===== src/rtl/ste_avg_pkg.sv =====
// rtl/ste_avg_pkg.sv - shared constants and helpers for the multi-channel IIR averager
//
// Purpose: default widths of the averager family and the shift clamp used by
//          every averager variant, so all of them agree on how an out-of-range
//          k is interpreted.
// Contents: SHIFT_W (width of the k input), default DATA_W / FRAC_W / SHIFT_MAX,
//           clamp_shift() which limits a requested k to the supported maximum.
package ste_avg_pkg;

    localparam int SHIFT_W       = 4;
    localparam int DEF_DATA_W    = 16;
    localparam int DEF_FRAC_W    = 4;
    localparam int DEF_SHIFT_MAX = 7;

    // Requests above shift_max saturate rather than wrap, so an over-large k
    // still gives the heaviest supported smoothing.
    function automatic logic [SHIFT_W-1:0] clamp_shift(
        input logic [SHIFT_W-1:0] shift,
        input int                 shift_max
    );
        return (int'(shift) > shift_max) ? SHIFT_W'(shift_max) : shift;
    endfunction

endpackage


===== src/rtl/ste_avg_iir_dp.sv =====
// rtl/ste_avg_iir_dp.sv - combinational single-sample update of one averager channel
//
// Purpose: given the stored state of the channel a sample belongs to, produce
//          that channel's next state and the values presented on the outputs.
// Ports:
//   din      in   DATA_W     incoming sample
//   shift    in   SHIFT_W    k, already clamped to SHIFT_MAX
//   acc      in   AW         current accumulator (DATA_W integer + FRAC_W guard bits)
//   seeded   in   1          channel has taken a sample since its last clear
//   cnt      in   CNT_W      samples since clear, saturating at 2^SHIFT_MAX
//   acc_new  out  AW         next accumulator
//   cnt_new  out  CNT_W      next sample count
//   dout     out  DATA_W     integer part of acc_new (fraction truncated)
//   settled  out  1          cnt_new >= 2^k
module ste_avg_iir_dp
    import ste_avg_pkg::*;
#(
    parameter  int DATA_W    = DEF_DATA_W,
    parameter  int FRAC_W    = DEF_FRAC_W,
    parameter  int SHIFT_MAX = DEF_SHIFT_MAX,
    localparam int AW        = DATA_W + FRAC_W,
    localparam int CNT_W     = SHIFT_MAX + 1
) (
    input  logic [DATA_W-1:0]  din,
    input  logic [SHIFT_W-1:0] shift,
    input  logic [AW-1:0]      acc,
    input  logic               seeded,
    input  logic [CNT_W-1:0]   cnt,
    output logic [AW-1:0]      acc_new,
    output logic [CNT_W-1:0]   cnt_new,
    output logic [DATA_W-1:0]  dout,
    output logic               settled
);

    localparam logic [CNT_W-1:0] CNT_SAT = CNT_W'(1) << SHIFT_MAX;

    logic [AW-1:0]        x;
    logic signed [AW:0]   diff;
    logic signed [AW:0]   step;

    always_comb begin
        x    = AW'(din) << FRAC_W;
        // One extra bit keeps the difference signed without overflow.
        diff = $signed({1'b0, x}) - $signed({1'b0, acc});
        // Arithmetic shift rounds toward minus infinity; acc + step always lands
        // between acc and x, so the truncation back to AW bits cannot wrap.
        step = diff >>> shift;

        if (seeded) begin
            acc_new = AW'($unsigned({1'b0, acc}) + $unsigned(step));
            cnt_new = (cnt >= CNT_SAT) ? cnt : cnt + CNT_W'(1);
        end else begin
            // First sample after a clear loads the accumulator directly so the
            // output does not ramp up from zero.
            acc_new = x;
            cnt_new = CNT_W'(1);
        end
    end

    assign dout    = acc_new[AW-1:FRAC_W];
    assign settled = (cnt_new >= (CNT_W'(1) << shift));

endmodule


===== src/rtl/ste_avg_iir_mc.sv =====
// rtl/ste_avg_iir_mc.sv - time-multiplexed multi-channel first-order IIR averager
//
// Purpose: y[n] = y[n-1] + (x[n] - y[n-1]) * 2^-k kept independently for CH_N
//          interleaved channels over one shared update datapath. One sample per
//          clock, result one clock later, no stalls.
// Ports:
//   clk             in   1        system clock
//   rst_n           in   1        synchronous active-low reset
//   din_i           in   DATA_W   input sample
//   din_ch_i        in   CH_W     channel of din_i
//   din_vld_i       in   1        sample valid
//   shift_i         in   4        k (clamped to SHIFT_MAX)
//   avg_en_i        in   1        global enable; samples ignored while low
//   avg_clr_i       in   1        clear every channel
//   ch_clr_i        in   1        clear the channel named by ch_clr_sel_i
//   ch_clr_sel_i    in   CH_W     channel cleared by ch_clr_i
//   dout_o          out  DATA_W   averaged value of dout_ch_o
//   dout_ch_o       out  CH_W     channel of the current output
//   dout_update_o   out  1        one-cycle strobe marking a new dout_o
//   dout_settled_o  out  1        channel has taken at least 2^k samples since clear
module ste_avg_iir_mc
    import ste_avg_pkg::*;
#(
    parameter  int DATA_W    = DEF_DATA_W,
    parameter  int CH_N      = 4,
    parameter  int FRAC_W    = DEF_FRAC_W,
    parameter  int SHIFT_MAX = DEF_SHIFT_MAX,
    localparam int CH_W      = (CH_N > 1) ? $clog2(CH_N) : 1
) (
    input  logic               clk,
    input  logic               rst_n,
    input  logic [DATA_W-1:0]  din_i,
    input  logic [CH_W-1:0]    din_ch_i,
    input  logic               din_vld_i,
    input  logic [SHIFT_W-1:0] shift_i,
    input  logic               avg_en_i,
    input  logic               avg_clr_i,
    input  logic               ch_clr_i,
    input  logic [CH_W-1:0]    ch_clr_sel_i,
    output logic [DATA_W-1:0]  dout_o,
    output logic [CH_W-1:0]    dout_ch_o,
    output logic               dout_update_o,
    output logic               dout_settled_o
);

    localparam int AW    = DATA_W + FRAC_W;
    localparam int CNT_W = SHIFT_MAX + 1;

    // Per-channel state.
    logic [AW-1:0]    acc    [CH_N];
    logic [CNT_W-1:0] cnt    [CH_N];
    logic [CH_N-1:0]  seeded;

    // State of the addressed channel and the clear/accept decisions.
    logic [AW-1:0]        sel_acc;
    logic [CNT_W-1:0]     sel_cnt;
    logic                 sel_seeded;
    logic                 ch_ok;
    logic                 ch_hit_clr;
    logic [CH_N-1:0]      clr_vec;
    logic                 accept;
    logic [SHIFT_W-1:0]   k;

    // Datapath results.
    logic [AW-1:0]        acc_new;
    logic [CNT_W-1:0]     cnt_new;
    logic [DATA_W-1:0]    dp_dout;
    logic                 dp_settled;

    assign k = clamp_shift(shift_i, SHIFT_MAX);

    // Channel lookup is a decode over the real channels, so a tag beyond
    // CH_N-1 (possible when CH_N is not a power of two) matches nothing and
    // the sample is dropped.
    always_comb begin
        ch_ok      = 1'b0;
        ch_hit_clr = 1'b0;
        sel_acc    = '0;
        sel_cnt    = '0;
        sel_seeded = 1'b0;
        clr_vec    = '0;
        for (int c = 0; c < CH_N; c++) begin
            clr_vec[c] = avg_clr_i | (ch_clr_i & (ch_clr_sel_i == CH_W'(c)));
            if (din_ch_i == CH_W'(c)) begin
                ch_ok      = 1'b1;
                ch_hit_clr = clr_vec[c];
                sel_acc    = acc[c];
                sel_cnt    = cnt[c];
                sel_seeded = seeded[c];
            end
        end
    end

    // A clear on the sample's own channel wins and the sample is lost.
    assign accept = din_vld_i & avg_en_i & ch_ok & ~ch_hit_clr;

    ste_avg_iir_dp #(
        .DATA_W    (DATA_W),
        .FRAC_W    (FRAC_W),
        .SHIFT_MAX (SHIFT_MAX)
    ) u_dp (
        .din     (din_i),
        .shift   (k),
        .acc     (sel_acc),
        .seeded  (sel_seeded),
        .cnt     (sel_cnt),
        .acc_new (acc_new),
        .cnt_new (cnt_new),
        .dout    (dp_dout),
        .settled (dp_settled)
    );

    always_ff @(posedge clk) begin
        if (!rst_n) begin
            for (int c = 0; c < CH_N; c++) begin
                acc[c] <= '0;
                cnt[c] <= '0;
            end
            seeded         <= '0;
            dout_o         <= '0;
            dout_ch_o      <= '0;
            dout_update_o  <= 1'b0;
            dout_settled_o <= 1'b0;
        end else begin
            for (int c = 0; c < CH_N; c++) begin
                if (clr_vec[c]) begin
                    acc[c]    <= '0;
                    cnt[c]    <= '0;
                    seeded[c] <= 1'b0;
                end else if (accept && (din_ch_i == CH_W'(c))) begin
                    acc[c]    <= acc_new;
                    cnt[c]    <= cnt_new;
                    seeded[c] <= 1'b1;
                end
            end

            dout_update_o <= accept;
            // Outputs only move on an accepted sample; clears leave them alone.
            if (accept) begin
                dout_o         <= dp_dout;
                dout_ch_o      <= din_ch_i;
                dout_settled_o <= dp_settled;
            end
        end
    end

endmodule


===== config.mk =====
export PLATFORM = sky130hd
export DESIGN_NAME = ste_avg_iir_mc
export DESIGN_NICKNAME = d
export VERILOG_FILES = /design/src/rtl/ste_avg_pkg.sv /design/src/rtl/ste_avg_iir_dp.sv /design/src/rtl/ste_avg_iir_mc.sv
export SDC_FILE = /design/constraint.sdc
export NUM_CORES = 1
export LEC_CHECK = 0
export BUFFER_PORTS_ARGS = -buffer_cell sky130_fd_sc_hd__buf_4
export CAP_MARGIN = 10
export CORE_AREA = 2 2 153 170
export CTS_BUF_LIST = sky130_fd_sc_hd__clkbuf_4
export CTS_CLUSTER_SIZE = 40
export DETAILED_ROUTE_END_ITERATION = 16
export DIE_AREA = 0 0 155 172
export GPL_ROUTABILITY_DRIVEN = 1
export SLEW_MARGIN = 20
export SYNTH_ARGS = -nofsm -noshare
export SYNTH_HDL_FRONTEND = slang
export SYNTH_SLANG_ARGS = --single-unit

===== constraint.sdc =====
create_clock -name clk -period 17.3 [get_ports clk]
set_input_delay 3.46 -clock clk [delete_from_list [all_inputs] [get_ports clk]]
set_output_delay 3.46 -clock clk [all_outputs]
set_load 0.03 [all_outputs]

# == Word-level counts from Yosys, hierarchy flattened ==
# Memory sizes are Yosys's and may differ from the RTL's.
# Index checks and enable logic that the tools add are counted.
# totals
register_bits,24
n_memories,2
ramBits,112
mem_bits_ro,0
output_inout_bits,20
input_bits,30
elab_cells,132
latchBits,0
# memory_table
name,depth,width,rd,rd_ports_with_merged_regs,write_ports,line_no,rtl
acc,4,20,4,0,4,ste_avg_iir_mc.sv:50,logic [AW-1:0] acc [CH_N];
cnt,4,8,4,0,4,ste_avg_iir_mc.sv:51,logic [CNT_W-1:0] cnt [CH_N];
# op_classes
eq_ne,6
div_mod_pow,0
n_mul,0
magnitude_cmp,3
bitwise_logic,29
mux,69
n_addsub,3
reduce_logical,10
shift,2
# ops
op,n
$mux W20,13
$mux W8,14
$mux W1,41
$sshr A21 B4 Y20,1
$sub A20 B20 Y21,1
$add A20 B20 Y20,1
$or A1 B1 Y1,20
$add A8 B1 Y8 const B,1
$eq A2 B2 Y1 const B,4
$ge A8 B8 Y1,1
$ge A8 B8 Y1 const B,1
$reduce_or A2 Y1,4
$shl A1 B4 Y8 const A,1
$and A1 B1 Y1,7
$eq A2 B1 Y1 const B,2
$gt A4 B3 Y1 const B,1
$logic_and A1 B1 Y1,4
$logic_not A2 Y1,2
$mux W4,1
$not A1 Y1,2

# == Longest topological paths before layout ==
# Gate-level depths: netlist (run 1).
# depth
depth_word,15
depth_mapped,28
mapped_depth_nobuf,24

# == Modules after synthesis ==
# From an unflattened synthesis (run 1), not the netlist that was laid out.
# hier_totals
cells_unflattened,998
area_unflattened_um2,9685.5
# modules_own_cells
mod,cells_each,n_inst,area_per_inst_um2,seq_area_each_um2
ste_avg_iir_mc,463,1,5920.7,3843.7
ste_avg_iir_dp,535,1,3764.9,0.0

# == Worst setup path before layout (run 1) ==
# OpenSTA, ideal clock, no wires.
# synth_timing
kind,input port to flip-flop
from,in din_ch_i[0]
to,mem acc[1][19] (netlist bit) (data pin)
path_buffers,3
slack_ns,7.890
path_stages,27
t_arrival_ns,9.138
required_time_ns,17.029
setup_time_ns,0.271
path_cell_list,buf_2 > buf_2 > buf_1 > mux4_2 > inv_1 > ha_1 > and2_1 > and4_1 > a21oi_4 > o31ai_4 > a21o_1 > a21oi_2 > xnor2_1 > mux2_2 > mux2_2 > mux2_2 > ha_1 > inv_1 > o21ai_0 > a21o_1 > a21o_1 > a21oi_1 > o21ai_0 > a21o_1 > a21oi_1 > xor2_2 > a211oi_1
# synth_rtl
item,line_no,rtl
from (decl),ste_avg_iir_mc.sv:33,"input logic [CH_W-1:0] din_ch_i,"
to (decl),ste_avg_iir_mc.sv:50,

==> reports/results.txt, run 1 <==
fillers - 2442
Synth Flop Type - edfxtp_1
Tmin final - 8.92 ns
leading post-synthesis cells by cell area - edfxtp_1, mux4_2, nor2_1, ha_1, dfxtp_1
Reg2Reg Launch Point - acc[3][5]
status - finished clean
Detailed Place HPWL - 15.9 mm
final setup fails - 0
routed vias - 6650
Max Slew Vio Count - 0
Syn Nets - 938
post-route ant nets - 0
skew final - 0.0234 ns
Post-Layout Cell Count - 1225
Req. time, crit path - 17.56 ns
cell leakage power - 0.00384 uW
routed wire length - 22.6 mm
dpl cell area - 0.00935 mm2
Synth area leader - edfxtp_1
Worst EP arrival - 9.18 ns
placed cells - 1192
hold depth - 2
global-route wire length before repair - 36.0 mm
DRC - 0
Max Clk Rate - 112 MHz
synthesized cell area - 0.00866 mm2
worst rel slew slack - 30.9%
nets@finish - 974
Hold Path Origin - seeded[1]
initial antenna violation count - 1
Initial DRC Count - 413
final period utilization - 51.6%
Core Area - 0.0250 mm2
Yosys Warn Count - 0
total CTS buffers - 17
htree depth - 4
RSZ-0062 raised after global routing - no
Final GP Congestion - 0.848
synth unique cells - 58
Crit path largest cell delay - 0.63 ns
Die W - 155 um
total iterations of the first detailed-routing run - 5
Post-synth EDFFs - 112
share of cells above drive strength 1 - 16.2%
crit path buf inv count - 2
clk sinks - 136
Initial Utilization - 34.7%
slowest stage cell, crit path - mux4_2
Top Family by Delay on Critical Path - compound AO/OA/AOI/OAI gates
Pwr Total - 887 uW
crit start category - primary input
Max FO, Critical Path - 41
total gr overflow - 0
num rows - 61
Clock Latency Late Sink - 0.53 ns
Reg2Reg Setup Slack - 11.66 ns
io pins - 50
final hold violations - 0
worst slew pin tran - 1.04 ns
full die area - 0.0267 mm2
Longest Clk Path Bufs - 2
post-CTS sizing - 0
die height - 172 um
Max-Cap Viols - 0
endpoint of the worst register-to-register path - acc[2][15]
WL per Instance - 18.4 um
Tot GR Track Use - 17.6%
Worst VDD drop - 0.0387 mV
Hold Crit Endpoint - seeded[1]
setup TNS - 0 ns
number of synthesized register bits - 136
R2R cell count - 23
Layout area overhead - 11.9%
largest net degree at the start of global routing - 43
Critical Path Sink Type - register
hold crit path type - register to register
CTS Root Cell - clkbuf_4
Power per Cell Area - 91.6 mW/mm2
clk slew on worst S/H paths - 0.12 ns
post-synthesis sequential area ratio - 44.4%
Avg Cell Area, Syn - 10.1 um2
CTS Hold Buffers Added - 0
CTS tree - built
worst-path cell chain - buf_4 > mux4_2 > inv_1 > ha_1 > and2_1 > and4_1 > a21oi_4 > o31ai_4 > a21o_1 > a21oi_2 > xnor2_1 > mux2_2 > mux2i_1 > mux2i_1 > ha_1 > nor3b_1 > o21ai_0 > a21oi_1 > o211ai_1 > a21oi_1 > o21a_1 > or3_1 > a31oi_1 > nor2_1
Design Area, Final - 0.00969 mm2
Port Buffers - 49
vias per inst - 5.43
setup repair bufs after CTS - 0
Syn Inst Count - 860
vias in the first global route - 6562
Async SR Flop Fraction - 0%
post-layout util - 38.8%
Worst Setup Path Type - primary input to register
Yosys top cell area share - 38.8%
cells in the mapped netlist (15+ instances only):
master / instances
nand2_1: 64
edfxtp_1: 112
a31oi_1: 15
inv_1: 49
a211oi_1: 18
nor2_1: 158
clkbuf_1: 31
mux4_2: 29
ha_1: 47
nand3_1: 15
o21ai_0: 37
dfxtp_1: 24
mux2i_1: 28
a21oi_1: 46
xnor2_1: 26
routing by layer:
layer  wire, um  global-route usage (%)  share of wire (%)
met1      10800                    24.9                 48
met2      10500                    28.8                 47
met3        860                    1.85                3.8
met4        404                    5.31                1.8
met5          0                       0                  0
flip-flops by register name, indices dropped and copies added (netlist names):
register        flops
seeded              4
dout_update_o       1
dout_o             16
dout_ch_o           2
acc                80
cnt                32
dout_settled_o      1
how the worst max path moves through the flow:
stage | from | end | slack [ns] | depth (start not counted)
6_report | din_ch_i[0] | acc[2][15] | 8.38 | 24
4_1_cts | din_ch_i[0] | acc[2][15] | 8.37 | 24
3_3_place_gp | din_ch_i[0] | acc[2][19] | 7.85 | 25
5_1_grt | din_ch_i[0] | acc[3][19] | 7.93 | 25
3_5_place_dp | din_ch_i[0] | acc[2][15] | 7.79 | 24
2_1_floorplan | din_ch_i[0] | acc[1][19] | 7.89 | 27
cells in the final DEF, fill, tap and decap left out, types with 4 or more instances in the layout:
cell type	count
xor2_1	9
dfxtp_1	24
ha_1	47
nand2_1	62
inv_1	49
a211oi_1	18
buf_4	58
nor2_1	157
nand3b_1	5
xnor2_1	26
a21oi_1	46
a21o_1	14
or2_2	5
nand3_1	15
edfxtp_1	112
nand4_1	5
nor3_1	9
o21ai_1	7
nor2b_1	8
clkbuf_4	17
mux2i_1	28
o21ai_0	35
nand2b_1	13
mux4_2	29
o21a_1	11
mux2_2	9
o211ai_1	5
or3_1	10
bufinv_16	4
and2_1	4
a31oi_1	14
logic make-up after synthesis:
family	count (synthesis)	synth area share [%]
compound gates	175	12.9
xor+xnor	36	3.73
fa+ha+maj	48	7.02
buf+inv	90	3.95
flops	136	44.4
mux	67	12.1
simple gates	308	15.9
report_power, final:
group / internal [uW] / switching (uW)
registers: 369 / 5.24
logic: 111 / 166
clock network: 115 / 122
metrics by stage:
step                hold slack [ns]  setup WS [ns]
finish                        0.455           8.38
global route                  0.474           7.93
CTS                           0.452           8.37
detailed placement            0.434           7.79
global placement              0.429           7.85
floorplan                     0.418           7.89
tightest hold or removal path: stages (launching register included):
cell and delay (ns):
dfxtp_1 0.33, nand2_1 0.05, nand2_1 0.04
layout make-up:
class                   count  area, um2  area share (%)
multi-input cells         634       4500            46.4
flip-flops and latches    136       3840            39.7
repair buffers             58        435            4.50
well taps                 315        394            4.07
clock inverters            15        200            2.07
inverters                  49        184            1.90
clock buffers              17        128            1.32
diodes                      1       2.50          0.0258
Note: power is estimated with default switching activity, not from simulation.
==> run 2: changes to the inputs <==
==> constraint.sdc (replaced) <==
create_clock -name clk -period 8.5 [get_ports clk]
set_input_delay 1.7 -clock clk [delete_from_list [all_inputs] [get_ports clk]]
set_output_delay 1.7 -clock clk [all_outputs]
set_load 0.03 [all_outputs]
==> run 2 against run 1 <==
Core utilization up 0.12 points; setup slack worse by 6.8 ns; total power up 100%; sequential power up 100%; clock skew up 0.013 ns; clock-buffer cell count up 1; die area unchanged; critical endpoint is now acc[2][19]; largest power group unchanged.
==> reports/results.txt, run 2 (synthesis gave the netlist of run 1 again) <==
status - finished clean
Max Slew Vio Count - 0
Initial DRC Count - 550
register area - 0.00384 mm2
global-route wire length before repair - 36.2 mm
share of cells above drive strength 1 - 16.7%
hold crit path type - register to register
worst slew pin tran - 0.848 ns
CTS Hold Buffers Added - 0
max FFs per register - 80
Multi-input gate area - 0.00450 mm2
final hold violations - 0
most frequent cells in the layout - nor2_1, edfxtp_1, nand2_1, buf_4, inv_1
Crit path largest cell delay - 0.60 ns
final setup fails - 0
RSZ-0062 raised after global routing - no
R2R cell count - 24
fillers - 2449
final period utilization - 81.9%
Die W - 155 um
CTS tree - built
hold depth - 2
setup TNS - 0 ns
Clock Power Share - 25.6%
initial antenna violation count - 1
CTS Root Cell - clkbuf_4
most used cell, CP - a21oi_1
Detailed Place HPWL - 16.1 mm
Longest Clk Path Bufs - 2
leading cell type in the layout, fill and taps excluded - nor2_1
Max Clk Rate - 144 MHz
num rows - 61
total gr overflow - 0
Critical Path Sink Type - register
clk sinks - 136
htree depth - 4
largest net degree at the start of global routing - 42
slowest stage cell, crit path - mux4_2
Req. time, crit path - 8.77 ns
total iterations of the first detailed-routing run - 5
routed vias - 6626
Clock Latency Late Sink - 0.56 ns
internal power - 1170 uW
Tot GR Track Use - 17.6%
io pins - 50
routed wire length - 23.0 mm
Final GP Congestion - 0.830
Power per Cell Area - 184 mW/mm2
post-route ant nets - 0
Layout area overhead - 12.2%
Reg power frac - 42.6%
die height - 172 um
full die area - 0.0267 mm2
Worst Setup Path Type - primary input to register
Port Buffers - 49
post-CTS sizing - 0
Worst EP arrival - 7.23 ns
worst-path cell chain - buf_4 > mux4_2 > inv_1 > ha_1 > a21oi_1 > a21oi_1 > a21oi_1 > a31oi_1 > o21ai_0 > xnor2_1 > a211oi_1 > a31oi_1 > mux2_2 > ha_1 > inv_1 > o21ai_0 > a21o_1 > a21o_1 > a21oi_1 > o21ai_0 > a21o_1 > a21oi_1 > xor2_2 > a211oi_1
DRC - 0
top flop regs - acc: 80 flops, cnt: 32 flops, dout_o: 16 flops
Largest Register - acc
Max-Cap Viols - 0
Pwr Total - 1790 uW
skew final - 0.0366 ns
crit start category - primary input
setup repair bufs after CTS - 0
clk slew on worst S/H paths - 0.13 ns
Core Area - 0.0250 mm2
sw frac - 34.8%
vias in the first global route - 6529
vias per inst - 5.39
nets@finish - 979
Psw - 622 uW
Tmin final - 6.96 ns
total CTS buffers - 17
worst rel slew slack - 43.3%
WL per Instance - 18.7 um
Max FO, Critical Path - 24
Worst VDD drop - 0.0785 mV
combinational power share - 31.8%
Initial Utilization - 34.7%
cell leakage power - 0.00386 uW
run 2: cell types whose count changed in the layout (fill, tap and decap cells not counted):
| cell | change |
|---|---|
| buf_16 | +1 |
| clkinv_4 | -1 |
| inv_8 | +1 |
| inv_6 | +4 |
| clkinv_1 | -1 |
| clkinv_2 | -2 |
| buf_4 | +4 |
| clkbuf_4 | +1 |
| bufinv_16 | -2 |
run 2: through the flow:
| stage | area (um2) | cells | hold WS (ns) | util [%] | setup WS, ns |
|---|---|---|---|---|---|
| 3_5_place_dp | 9380 | 1196 | 0.436 | 37.6 | 1.03 |
| 4_1_cts | 9680 | 1228 | 0.453 | 38.8 | 1.59 |
| 2_1_floorplan | 8660 | 860 | 0.418 | - | 0.850 |
| 6_report | 9710 | 1230 | 0.458 | 38.9 | 1.54 |
| 5_1_grt | 9710 | 1230 | 0.474 | 38.9 | 1.02 |
| 3_3_place_gp | 9380 | 1196 | 0.427 | 37.6 | 1.05 |
run 2: path summary, 6_finish.rpt:
path / from / slack (ns) / end
hold / removal: seeded[1] / 0.46 / seeded[1]
setup / recovery: din_ch_i[0] / 1.54 / acc[2][19]
setup reg to reg: acc[3][14] / 2.81 / acc[2][19]
hold reg to reg: seeded[1] / 0.46 / seeded[1]
run 2: cell type report:
type                       count  share of cell area, %
clock inverter                14                   1.69
antenna                        1                 0.0258
timing repair buffer          63                   5.07
clock buffer                  18                   1.39
inverter                      49                   1.89
tap                          315                   4.06
multi-input combinational    634                   46.3
sequential                   136                   39.6
run 2: power by group through the flow:
stage / Clock [uW] / Combinational (uW) / Sequential [uW]
after CTS: 465 / 563 / 763
after global routing: 491 / 629 / 766
after detailed placement: 0 / 560 / 778
final: 457 / 568 / 762
after floorplan: 0 / 408 / 784
after global placement: 0 / 559 / 777
run 2: worst max-delay path, delay by kind of cell:
family	cells	cell delay, ns
buffers and inverters	3	0.57
AO/OA/AOI/OAI	15	3.01
multiplexers	2	0.89
adder cells (fa/ha/maj)	2	0.58
XOR/XNOR	2	0.44
run 2: metal layers:
metal	part of all wire, %	wire, um	up-vias	GRT usage (%)
met4	0.86	197	0	3.58
met1	47	10700	3247	24.1
li1	-	-	3196	-
met2	48	11100	172	30.1
met3	4.3	977	11	2.26
met5	0	0	-	0
